## config.mk

```make
export PLATFORM = sky130hd
export DESIGN_NAME = chacha_stream_ctrl_flat
export DESIGN_NICKNAME = d
export VERILOG_FILES = /design/src/rtl/chacha_pkg.sv /design/src/rtl/chacha_stream_ctrl_if.sv /design/src/rtl/chacha_ks_buf.sv /design/src/rtl/chacha_stream_ctrl.sv /design/src/flat_wrapper.sv
export SDC_FILE = /design/constraint.sdc
export NUM_CORES = 1
export LEC_CHECK = 0
export BUFFER_PORTS_ARGS = -buffer_cell sky130_fd_sc_hd__buf_2
export CORE_AREA = 2 2 261 263
export CTS_BUF_LIST = sky130_fd_sc_hd__clkbuf_2
export DETAILED_ROUTE_END_ITERATION = 8
export DIE_AREA = 0 0 263 265
export PLACE_DENSITY = 0.67
export SYNTH_ARGS = -nofsm -noshare
export SYNTH_HDL_FRONTEND = slang
export SYNTH_SLANG_ARGS = --single-unit
```

## constraint.sdc

```tcl
create_clock -name clk_i -period 2.4 [get_ports clk_i]
set_input_delay 0.48 -clock clk_i [delete_from_list [all_inputs] [get_ports clk_i]]
set_output_delay 0.48 -clock clk_i [all_outputs]
set_load 0.01 [all_outputs]
```

## src/rtl/chacha_pkg.sv

```systemverilog
// rtl/chacha_pkg.sv - shared types and constants for the ChaCha stream controller
package chacha_pkg;

  localparam int KS_WORDS = 16;
  localparam int WORD_W   = 32;
  localparam int IDX_W    = $clog2(KS_WORDS);
  localparam int KS_W     = KS_WORDS * WORD_W;

  typedef logic [WORD_W-1:0] word_t;

  // One-hot to match the block core FSM style
  typedef enum logic [5:0] {
    IDLE      = 6'b000001,
    LAUNCH    = 6'b000010,
    WAIT_CORE = 6'b000100,
    STREAM    = 6'b001000,
    DRAIN     = 6'b010000,
    FINISH    = 6'b100000
  } state_e;

endpackage

```

## src/rtl/chacha_stream_ctrl_if.sv

```systemverilog
// rtl/chacha_stream_ctrl_if.sv - plaintext in / ciphertext out stream handshake bundle
interface chacha_stream_ctrl_if;
  import chacha_pkg::*;

  logic  din_valid_i;
  logic  din_ready_o;
  word_t din_data_i;
  logic  dout_valid_o;
  logic  dout_ready_i;
  word_t dout_data_o;

  modport slave (
    input  din_valid_i, din_data_i, dout_ready_i,
    output din_ready_o, dout_valid_o, dout_data_o
  );

  modport master (
    output din_valid_i, din_data_i, dout_ready_i,
    input  din_ready_o, dout_valid_o, dout_data_o
  );

endinterface

```

## src/rtl/chacha_ks_buf.sv

```systemverilog
// rtl/chacha_ks_buf.sv - 16x32 keystream register file, parallel load, indexed read
module chacha_ks_buf
  import chacha_pkg::*;
(
  input  logic             clk_i,
  input  logic             rst_ni,
  input  logic             load_i,
  input  logic [KS_W-1:0]  ks_i,
  input  logic [IDX_W-1:0] idx_i,
  output word_t            word_o
);

  word_t mem [KS_WORDS];

  always_ff @(posedge clk_i or negedge rst_ni) begin
    if (!rst_ni) begin
      for (int k = 0; k < KS_WORDS; k++) mem[k] <= '0;
    end else if (load_i) begin
      for (int k = 0; k < KS_WORDS; k++) mem[k] <= ks_i[k*WORD_W +: WORD_W];
    end
  end

  assign word_o = mem[idx_i];

endmodule

```

## src/rtl/chacha_stream_ctrl.sv

```systemverilog
// rtl/chacha_stream_ctrl.sv - sequences the ChaCha block core and XORs keystream onto a word stream
// Optional: CHACHA_CTR_WRAP_ERR_EN aborts with err_o instead of wrapping the block counter.
module chacha_stream_ctrl
  import chacha_pkg::*;
#(
  parameter int LEN_W = 16
) (
  input  logic              clk_i,
  input  logic              rst_ni,
  input  logic              msg_start_i,
  input  logic [LEN_W-1:0]  msg_len_i,
  input  logic [31:0]       init_ctr_i,
  output logic              busy_o,
  output logic              msg_done_o,
  output logic              core_start_o,
  input  logic              core_ready_i,
  input  logic              core_done_i,
  input  logic [KS_W-1:0]   core_ks_i,
  output logic [31:0]       core_ctr_o,
  output logic              err_o,
  chacha_stream_ctrl_if.slave strm
);

  state_e            state_q, state_d;
  logic [LEN_W-1:0]  rem_q;
  logic [IDX_W-1:0]  idx_q;
  logic [31:0]       ctr_q;
  logic              dout_valid_q;
  word_t             dout_data_q;
  word_t             ks_word;
  logic              din_ready;
  logic              din_fire;
  logic              dout_fire;
  logic              last_word;
  logic              blk_end;
  logic              wrap_err;
  logic              ks_load;

  assign din_fire  = strm.din_valid_i && din_ready;
  assign dout_fire = dout_valid_q && strm.dout_ready_i;
  assign last_word = din_fire && (rem_q == LEN_W'(1));
  // Final word of the message wins over block exhaustion: no relaunch, no counter bump
  assign blk_end   = din_fire && (idx_q == IDX_W'(KS_WORDS - 1)) && !last_word;
  assign ks_load   = (state_q == WAIT_CORE) && core_done_i;

`ifdef CHACHA_CTR_WRAP_ERR_EN
  assign wrap_err = blk_end && (ctr_q == 32'hFFFF_FFFF);
`else
  assign wrap_err = 1'b0;
`endif

  chacha_ks_buf u_ks_buf (
    .clk_i  (clk_i),
    .rst_ni (rst_ni),
    .load_i (ks_load),
    .ks_i   (core_ks_i),
    .idx_i  (idx_q),
    .word_o (ks_word)
  );

  always_ff @(posedge clk_i or negedge rst_ni) begin
    if (!rst_ni) state_q <= IDLE;
    else         state_q <= state_d;
  end

  always_comb begin
    state_d      = state_q;
    busy_o       = (state_q != IDLE);
    msg_done_o   = (state_q == FINISH);
    core_start_o = (state_q == LAUNCH);
    din_ready    = 1'b0;
    case (state_q)
      IDLE: begin
        if (msg_start_i) state_d = (msg_len_i == '0) ? FINISH : LAUNCH;
      end
      LAUNCH: begin
        if (core_ready_i) state_d = WAIT_CORE;
      end
      WAIT_CORE: begin
        if (core_done_i) state_d = STREAM;
      end
      STREAM: begin
        din_ready = !dout_valid_q || strm.dout_ready_i;
        if (last_word)     state_d = DRAIN;
        else if (wrap_err) state_d = IDLE;
        else if (blk_end)  state_d = LAUNCH;
      end
      DRAIN: begin
        if (!dout_valid_q || strm.dout_ready_i) state_d = FINISH;
      end
      FINISH: state_d = IDLE;
      default: state_d = IDLE;
    endcase
  end

  always_ff @(posedge clk_i or negedge rst_ni) begin
    if (!rst_ni) begin
      rem_q        <= '0;
      idx_q        <= '0;
      ctr_q        <= '0;
      dout_valid_q <= 1'b0;
      dout_data_q  <= '0;
    end else begin
      if ((state_q == IDLE) && msg_start_i) begin
        rem_q <= msg_len_i;
        ctr_q <= init_ctr_i;
      end
      if (ks_load) idx_q <= '0;
      if (din_fire) begin
        rem_q       <= rem_q - LEN_W'(1);
        idx_q       <= idx_q + IDX_W'(1);
        dout_valid_q <= 1'b1;
        dout_data_q  <= strm.din_data_i ^ ks_word;
      end else if (dout_fire) begin
        dout_valid_q <= 1'b0;
      end
      if (blk_end && !wrap_err) ctr_q <= ctr_q + 32'd1;
    end
  end

`ifdef CHACHA_CTR_WRAP_ERR_EN
  logic err_q;
  always_ff @(posedge clk_i or negedge rst_ni) begin
    if (!rst_ni) err_q <= 1'b0;
    else         err_q <= wrap_err;
  end
  assign err_o = err_q;
`else
  assign err_o = 1'b0;
`endif

  assign core_ctr_o        = ctr_q;
  assign strm.din_ready_o  = din_ready;
  assign strm.dout_valid_o = dout_valid_q;
  assign strm.dout_data_o  = dout_data_q;

endmodule

```

## src/flat_wrapper.sv

```systemverilog
// flat-port wrapper written by rule: the top's interface ports become plain ports
module chacha_stream_ctrl_flat import chacha_pkg::*;
#(
  parameter int LEN_W = 16
)
  (clk_i, rst_ni, msg_start_i, msg_len_i, init_ctr_i, busy_o, msg_done_o, core_start_o, core_ready_i, core_done_i, core_ks_i, core_ctr_o, err_o, strm_din_valid_i, strm_din_data_i, strm_dout_ready_i, strm_din_ready_o, strm_dout_valid_o, strm_dout_data_o);
  chacha_stream_ctrl_if strm_i ();
  input  logic clk_i;
  input  logic rst_ni;
  input  logic msg_start_i;
  input  logic [LEN_W-1:0] msg_len_i;
  input  logic [31:0] init_ctr_i;
  output logic busy_o;
  output logic msg_done_o;
  output logic core_start_o;
  input  logic core_ready_i;
  input  logic core_done_i;
  input  logic [KS_W-1:0] core_ks_i;
  output logic [31:0] core_ctr_o;
  output logic err_o;
  input wire logic [$bits(strm_i.din_valid_i)-1:0] strm_din_valid_i;
  input wire logic [$bits(strm_i.din_data_i)-1:0] strm_din_data_i;
  input wire logic [$bits(strm_i.dout_ready_i)-1:0] strm_dout_ready_i;
  output wire logic [$bits(strm_i.din_ready_o)-1:0] strm_din_ready_o;
  output wire logic [$bits(strm_i.dout_valid_o)-1:0] strm_dout_valid_o;
  output wire logic [$bits(strm_i.dout_data_o)-1:0] strm_dout_data_o;
  assign strm_i.din_valid_i = strm_din_valid_i;
  assign strm_i.din_data_i = strm_din_data_i;
  assign strm_i.dout_ready_i = strm_dout_ready_i;
  assign strm_din_ready_o = strm_i.din_ready_o;
  assign strm_dout_valid_o = strm_i.dout_valid_o;
  assign strm_dout_data_o = strm_i.dout_data_o;
  chacha_stream_ctrl #(.LEN_W(LEN_W)) u_core (.clk_i(clk_i), .rst_ni(rst_ni), .msg_start_i(msg_start_i), .msg_len_i(msg_len_i), .init_ctr_i(init_ctr_i), .busy_o(busy_o), .msg_done_o(msg_done_o), .core_start_o(core_start_o), .core_ready_i(core_ready_i), .core_done_i(core_done_i), .core_ks_i(core_ks_i), .core_ctr_o(core_ctr_o), .err_o(err_o), .strm(strm_i));
endmodule
```

==> results.py, run 1 <==
metrics = {
    "run_status": {
        "lastStage": "clock tree synthesis",
        "error_line": "[ERROR RSZ-0060] Max buffer count reached.",
        "status": "stopped before the end",
    },
    "yosys": {
        "ys_async_sr_fraction_pct": 100,
        "ys_seq_area_share_pct": 54.3,
        "synth_seq_cells": 603,
        "ys_warn_count": 0,
        "synth.cell_area_um2": 27800,
        "synth_ff_type": "dfrtp_1",
        "syn_nets": 3686,
        "yosysUniqueCellTypes": 59,
        "synth_cells": 3083,
        "syn_area_per_cell_um2": 9.02,
        "synth_edf_count": 0,
    },
    "place": {
        "dp.cells": 4570,
        "gp_congestion": 0.929,
        "port_buffers": 667,
        "dp_hpwl_mm": 78.4,
    },
    "cts": {
        "ctsResizeCount": 104,
        "cts.sinks": 603,
        "cts_hold_buffers": 979,
        "cts_buffer_depth": 3,
        "htreeDepth": 4,
        "post_cts_buffers": 51,
        "cts_made_buffers": 160,
        "root_buffer": "clkbuf_2",
    },
    "floorplan": {
        "io_pins": 669,
        "start_util_pct": 41.6,
        "die_x_um": 263,
        "die_h_um": 265,
        "rows": 95,
    },
}
metrics by stage:
step           setup TNS, ps  instance area [µm²]  worst slack [ps]  hold slack (ps)
3_5_place_dp           -2710                33100              -168              434
3_3_place_gp           -1670                33100              -139              435
2_1_floorplan          -4170                27800              -198              184
cell usage after synthesis (12+ instances only):
master	count	share of area, %
nand3_1	20	0.36
xnor2_1	32	1.0
nor3_1	12	0.22
dfrtp_1	602	54
o211ai_1	13	0.35
nor2_1	55	0.74
o21ai_0	78	1.4
mux4_2	64	5.2
clkbuf_1	163	2.2
nand2_1	1632	22
mux2i_1	131	4.7
a22oi_1	33	0.89
a21oi_1	17	0.31
a221oi_1	64	2.0
buf_1	18	0.24
cell families after synthesis:
group                      Yosys count  synth area share [%]
xor gates and xnor gates            32                  1.01
DFF                                603                  54.3
AOI/OAI and AO/OA                  263                  6.83
and+or+nand+nor                   1786                  25.0
other                                1                0.0135
adders and majority gates            4                 0.180
muxes                              195                  9.90
buffers and inverters              199                  2.82
==> run 2: changes to the inputs <==
- CORE_AREA: 2 2 261 263 -> unset
- CORE_MARGIN: unset -> 1
- CORE_UTILIZATION: unset -> 40
- CTS_BUF_LIST: sky130_fd_sc_hd__clkbuf_2 -> unset
- DIE_AREA: 0 0 263 265 -> unset
- PLACE_DENSITY: 0.67 -> unset
- PLACE_DENSITY_LB_ADDON: unset -> 0.15
- clock period: 2.4 -> 3.1 ns (I/O delays scaled with it)
==> run 2 against run 1 <==
- the flow now finishes, with violations (hold timing)
- area after synthesis did not move
- synthesized cell count did not move
==> results.py, run 2 <==
metrics = {
    "place": {
        "port_buffers": 667,
        "place_area_um2": 32800,
        "dp_hpwl_mm": 76.8,
        "gp_congestion": 0.862,
        "dp.cells": 4593,
        "place_ws_ps": 231,
    },
    "global_routing": {
        "grt_max_degree": 102,
        "antenna_found_initial": 36,
        "busiest_layer": "met2",
        "grt_use_met2_pct": 46.8,
        "gr-total-overflow": 0,
        "grt_pass1_wl_mm": 151,
        "gr-usage-met1_pct": 38.6,
        "grt_pass1_vias": 23865,
        "groute.usage.overall_pct": 28.8,
        "met3_usage_pct": 6.32,
    },
    "final_layout": {
        "final_common_cell": "nand2_1",
        "drive_gt1_share_pct": 25.4,
        "fin_nets": 4337,
        "final_cell_mix": "1631 x nand2_1, 666 x buf_2, 598 x dfrtp_1",
        "finalNonFillerCells": 4722,
        "top_register": "u_core.u_ks_buf.mem",
        "multi_input_area_um2": 12000,
        "seq_area_um2": 15100,
        "largest_reg_flops": 512,
        "nFillCells": 6617,
        "postLayoutCellArea_um2": 35000,
        "synthToLayoutAreaGrowth_pct": 25.7,
    },
    "critical_path": {
        "start_kind": "register",
        "max_stage_delay_ps": 640,
        "required_ps": 3600,
        "critical_path_buf_inv_count": 0,
        "cp.arrival_ps": 3370,
        "cp_top_family": "simple AND/OR/NAND/NOR gates",
        "path_cells": "or4_1 -> or4_1 -> o311ai_4 -> nand2_1 -> o221a_2",
        "worst-setup-path-type": "register to register",
        "path_max_fanout": 8,
        "cp-end-kind": "register",
        "cpMostUsedCell": "or4_1",
        "critPathSlowestCell": "or4_1",
        "reg2regPathDepth": 5,
        "cp.depth": 5,
    },
    "cts": {
        "cts_tree": "yes",
        "clkTransAtPathRegs_ps": 60,
        "root_buffer": "clkbuf_16",
        "post_cts_buffers": 0,
        "cts_made_buffers": 70,
        "cts.sinks": 603,
        "clk_latency_ps": 620,
        "cts_buffer_depth": 3,
        "htreeDepth": 3,
        "ctsResizeCount": 0,
        "cts_hold_buffers": 0,
    },
    "pwr": {
        "pwr-share-clk_pct": 26.7,
        "sw_frac_of_total_pct": 35.0,
        "switchingPower_w": 0.0105,
        "power_frac_comb_pct": 28.6,
        "peakVddDrop_mv": 0.466,
        "p_seq_share_pct": 44.7,
        "p_leak_nw": 17.9,
        "power_w": 0.0299,
        "p_int_w": 0.0195,
        "p_per_area_nw_per_um2": 856,
    },
    "timing": {
        "fmax_mhz": 348,
        "drv_slew": 0,
        "relSlewSlack_pct": 27.6,
        "setup_ws_ps": 224,
        "finalHoldViolCount": 1,
        "worstMarginPinSlew_ps": 1080,
        "finalSetupViolations": 0,
        "fin_skew_ps": 23.9,
        "setup_tns_ps": 0,
        "timing.hold.ws_ps": -2.95,
        "rsz0062_at_grt": "false",
        "min_period_over_period_pct": 92.8,
        "min_period_ps": 2880,
    },
    "hold_path": {
        "worstHoldPathType": "input port to asynchronous set/reset pin",
    },
    "floorplan": {
        "die_x_um": 266,
        "core_region_area_um2": 68700,
        "die_area_um2": 70600,
        "die_h_um": 266,
        "rows": 96,
        "start_util_pct": 40.5,
        "io_pins": 669,
    },
    "yosys": {
        "yosysMostFrequentCell": "nand2_1",
        "ys_seq_area_share_pct": 54.3,
        "syn_area_per_cell_um2": 9.02,
        "synth.cell_area_um2": 27800,
        "synthTopCellsByArea": "dfrtp_1 54%, nand2_1 22%, mux4_2 5.2%",
        "synth_ff_type": "dfrtp_1",
        "syn_nets": 3686,
        "yosysUniqueCellTypes": 59,
        "synth_top_cells_by_count": "1632 x nand2_1, 602 x dfrtp_1, 163 x clkbuf_1",
        "ys_warn_count": 0,
        "synth_top_area_share_pct": 54.2,
        "synth_cells": 3083,
        "ys_async_sr_fraction_pct": 100,
        "synth_edf_count": 0,
        "synth_area_leader_cell": "dfrtp_1",
        "synth_seq_cells": 603,
    },
    "routing": {
        "detail-route-antenna-nets": 0,
        "viasPerCell": 5.17,
        "drt_wl_total_mm": 102,
        "drcViolationCount": 0,
        "drt_iter0_drc": 2195,
        "wl_per_cell_um": 21.7,
        "dr.pass1.iters": 7,
        "vias": 24419,
    },
    "run_status": {
        "failed_checks": "hold timing",
        "status": "finished, violations left",
    },
    "flow_run": {
        "max_cap_violations": 0,
    },
}
## run 2: cell counts after synthesis
Identical to the previous run, type by type.
## run 2: kinds of logic (layout without fill, tap and decap cells)
| kind of cell | Yosys count | after routing | synth area share, % |
|---|---|---|---|
| compound gates | 263 | 263 | 6.83 |
| xor+xnor | 32 | 32 | 1.01 |
| fa+ha+maj | 4 | 4 | 0.180 |
| buf+inv | 199 | 901 | 2.82 |
| flops | 603 | 603 | 54.3 |
| mux | 195 | 195 | 9.90 |
| other cells | 1 | 7 | 0.0135 |
| simple gates | 1786 | 1786 | 25.0 |
## run 2: final timing paths
kind	start	endpoint	slack, ps
max	u_core.rem_q[7]$_DFFE_PN0P_	u_core.core_ctr_o[31]$_DFFE_PN0P_	220
min	rst_ni	u_core.u_ks_buf.mem[104]$_DFFE_PN0P_	-3
min reg2reg	u_core.u_ks_buf.mem[293]$_DFFE_PN0P_	u_core.u_ks_buf.mem[293]$_DFFE_PN0P_	470
max reg2reg	u_core.rem_q[7]$_DFFE_PN0P_	u_core.core_ctr_o[31]$_DFFE_PN0P_	220
min in group clk_i	core_ks_i[158]	u_core.u_ks_buf.mem[382]$_DFFE_PN0P_	190
max in group asynchronous	rst_ni	u_core.u_ks_buf.mem[148]$_DFFE_PN0P_	2180
## run 2: worst register-to-register path, cell delays in order (launching register included)
cell      delay [ps]
dfrtp_1          430
or4_1            560
or4_1            640
o311ai_4         510
nand2_1          290
o221a_2          340
## run 2: power groups by stage
stage	Combinational [W]	Clock (W)	Sequential (W)
floorplan	0.00532	0	0.0129
global placement	0.00848	0	0.0134
detailed placement	0.00859	0	0.0134
CTS	0.00864	0.00814	0.0133
global route	0.00962	0.00844	0.0138
finish	0.00857	0.00798	0.0134
## run 2: area by class of cell
class	count	area share, %
multi-input cells	2281	34.2
clock buffers	101	5.75
flip-flops and latches	603	43.2
clock inverters	22	0.494
diodes	6	0.0429
repair buffers	768	12.9
well taps	931	3.33
inverters	10	0.107
## run 2: through the flow
stage / hold slack [ps] / util, %
global placement: 452 / 47.7
floorplan: 324 / -
detailed placement: 457 / 47.7
finish: -2.95 / 50.9
CTS: 44.0 / 50.9
global route: 40.0 / 50.9
## run 2: per-layer routing
metal  wire [µm]  up-vias  share of wire [%]
met4        2930       50                2.9
li1            -    11474                  -
met1       43500    11864                 43
met5         322        -               0.31
met2       48800      842                 48
met3        6800      189                6.6
(Power assumes the default switching activity.)
==> run 3: changes to the inputs <==
- CORE_ASPECT_RATIO: unset -> 1.4
- CORE_UTILIZATION: 40 -> 25
==> run 3 against run 2 <==
- the flow now finishes without violations
- via count down 1.5%
- clock power up 8.0%
- total power up 1.3%
- largest cell class unchanged
- highest routed layer unchanged
==> results.py, run 3 (same netlist as run 2, synthesis figures left out) <==
metrics = {
    "routing": {
        "vias": 24043,
        "dr.pass1.iters": 5,
        "detail-route-antenna-nets": 0,
        "drt_iter0_drc": 1518,
        "wl_per_cell_um": 22.1,
        "drcViolationCount": 0,
        "drt_wl_total_mm": 116,
        "viasPerCell": 4.59,
    },
    "critical_path": {
        "start_kind": "register",
        "startpoint": "u_core.rem_q[7]$_DFFE_PN0P_",
        "cp.arrival_ps": 3390,
        "path_max_fanout": 8,
        "required_ps": 3630,
        "cp-end-kind": "register",
        "reg2reg_from": "u_core.rem_q[7]$_DFFE_PN0P_",
        "worst-setup-path-type": "register to register",
    },
    "timing": {
        "finalSetupViolations": 0,
        "setup_tns_ps": 0,
        "worstMarginPinSlew_ps": 1160,
        "min_period_ps": 2860,
        "fmax_mhz": 349,
        "drv_slew": 0,
        "min_period_over_period_pct": 92.4,
        "setup_ws_ps": 237,
        "timing.hold.ws_ps": 162,
        "finalHoldViolCount": 0,
        "fin_skew_ps": 22.9,
        "relSlewSlack_pct": 22.4,
        "rsz0062_at_grt": "false",
    },
    "floorplan": {
        "core_region_area_um2": 110000,
        "rows": 144,
        "die_h_um": 397,
        "die_x_um": 284,
        "die_area_um2": 113000,
        "start_util_pct": 25.3,
        "io_pins": 669,
    },
    "final_layout": {
        "drive_gt1_share_pct": 25.0,
        "synthToLayoutAreaGrowth_pct": 27.8,
        "final_common_cell": "nand2_1",
        "fin_nets": 4309,
        "final_cell_mix": "1631 x nand2_1, 666 x buf_2, 598 x dfrtp_1",
        "largest_reg_flops": 512,
        "top_register": "u_core.u_ks_buf.mem",
    },
    "place": {
        "port_buffers": 667,
        "gp_congestion": 0.825,
        "dp_hpwl_mm": 86.3,
        "place_ws_ps": 204,
    },
    "hold_path": {
        "hp-start": "core_ks_i[279]",
        "worstHoldPathType": "input port to register",
    },
    "flow_run": {
        "max_cap_violations": 0,
    },
    "global_routing": {
        "grt_max_degree": 141,
        "grt_pass1_vias": 24813,
        "antenna_found_initial": 53,
        "grt_pass1_wl_mm": 168,
        "groute.usage.overall_pct": 20.3,
        "gr-total-overflow": 0,
    },
    "pwr": {
        "p_per_area_nw_per_um2": 853,
        "p_leak_nw": 17.8,
        "peakVddDrop_mv": 0.348,
    },
    "cts": {
        "cts_made_buffers": 72,
        "cts_tree": "yes",
        "htreeDepth": 3,
        "clk_latency_ps": 640,
        "root_buffer": "clkbuf_16",
        "post_cts_buffers": 0,
        "cts.sinks": 603,
        "cts_buffer_depth": 3,
        "clkTransAtPathRegs_ps": 70,
    },
    "run_status": {
        "status": "completed",
    },
}
run 3: cell types whose count changed in the layout (fill, tap and decap cells not counted), moves of 2 or more:
cell        before  now
clkinvlp_4       1    3
inv_16           2    0
clkbuf_16       71   74
buf_4           70   43
clkbuf_8        12   14
diode_2          6   12
buf_12          31   27
bufinv_16        0    4
run 3: path summary, 6_finish.rpt:
| check | to | slack, ps | depth (start not counted) |
|---|---|---|---|
| min in group asynchronous | u_core.u_ks_buf.mem[231]$_DFFE_PN0P_ | 640 | 2 |
| worst max-delay path | u_core.core_ctr_o[31]$_DFFE_PN0P_ | 240 | 5 |
| worst max register to register | u_core.core_ctr_o[31]$_DFFE_PN0P_ | 240 | 5 |
| max in group asynchronous | u_core.u_ks_buf.mem[469]$_DFFE_PN0P_ | 1540 | 3 |
| worst min-delay path | u_core.u_ks_buf.mem[247]$_DFFE_PN0P_ | 160 | 3 |
| worst min register to register | u_core.u_ks_buf.mem[365]$_DFFE_PN0P_ | 470 | 2 |
run 3: repair_timing:
item	CTS	global route
hold buffers	1	0
resized for setup	0	0
endpoints found under the hold margin	18	0
run 3: final cells by class:
cell class              instances  area, µm²
well taps                    1460       1830
clock inverters                24        246
clock buffers                 105       2110
diodes                         12       30.0
inverters                      10       37.5
multi-input cells            2281      12000
repair buffers                738       4220
flip-flops and latches        603      15100
fillers                     11655      74500
run 3: stage by stage:
step                      power, W  cells  instance area (µm²)  util (%)
after CTS                   0.0308   5221                35500      32.3
after floorplan             0.0182   3083                27800         -
final                       0.0303   5233                35500      32.3
after detailed placement    0.0219   5091                33200      30.1
after global routing        0.0324   5228                35500      32.3
after global placement      0.0218   5091                33200      30.1
run 3: metal layers:
layer	share of wire (%)	routed length, µm	GRT usage (%)	up-vias
li1	-	-	-	11415
met1	44	50800	26.9	11618
met2	46	53000	32.1	756
met3	7.0	8120	5.09	200
met4	3.0	3430	7.30	54
met5	0.29	331	0	-
run 3: power by group:
group / switching [W] / leakage [nW] / internal, W
Combinational: 0.00468 / 9.06 / 0.00359
Sequential: 0.00218 / 7.62 / 0.0113
Clock: 0.00357 / 1.16 / 0.00506
Total: 0.0104 / 17.8 / 0.0199
run 3: critical path, cell delays in order, from the launching register on:
cell	delay (ps)
dfrtp_1	430
or4_1	550
or4_1	620
o311ai_4	510
nand2_1	300
o221a_2	340
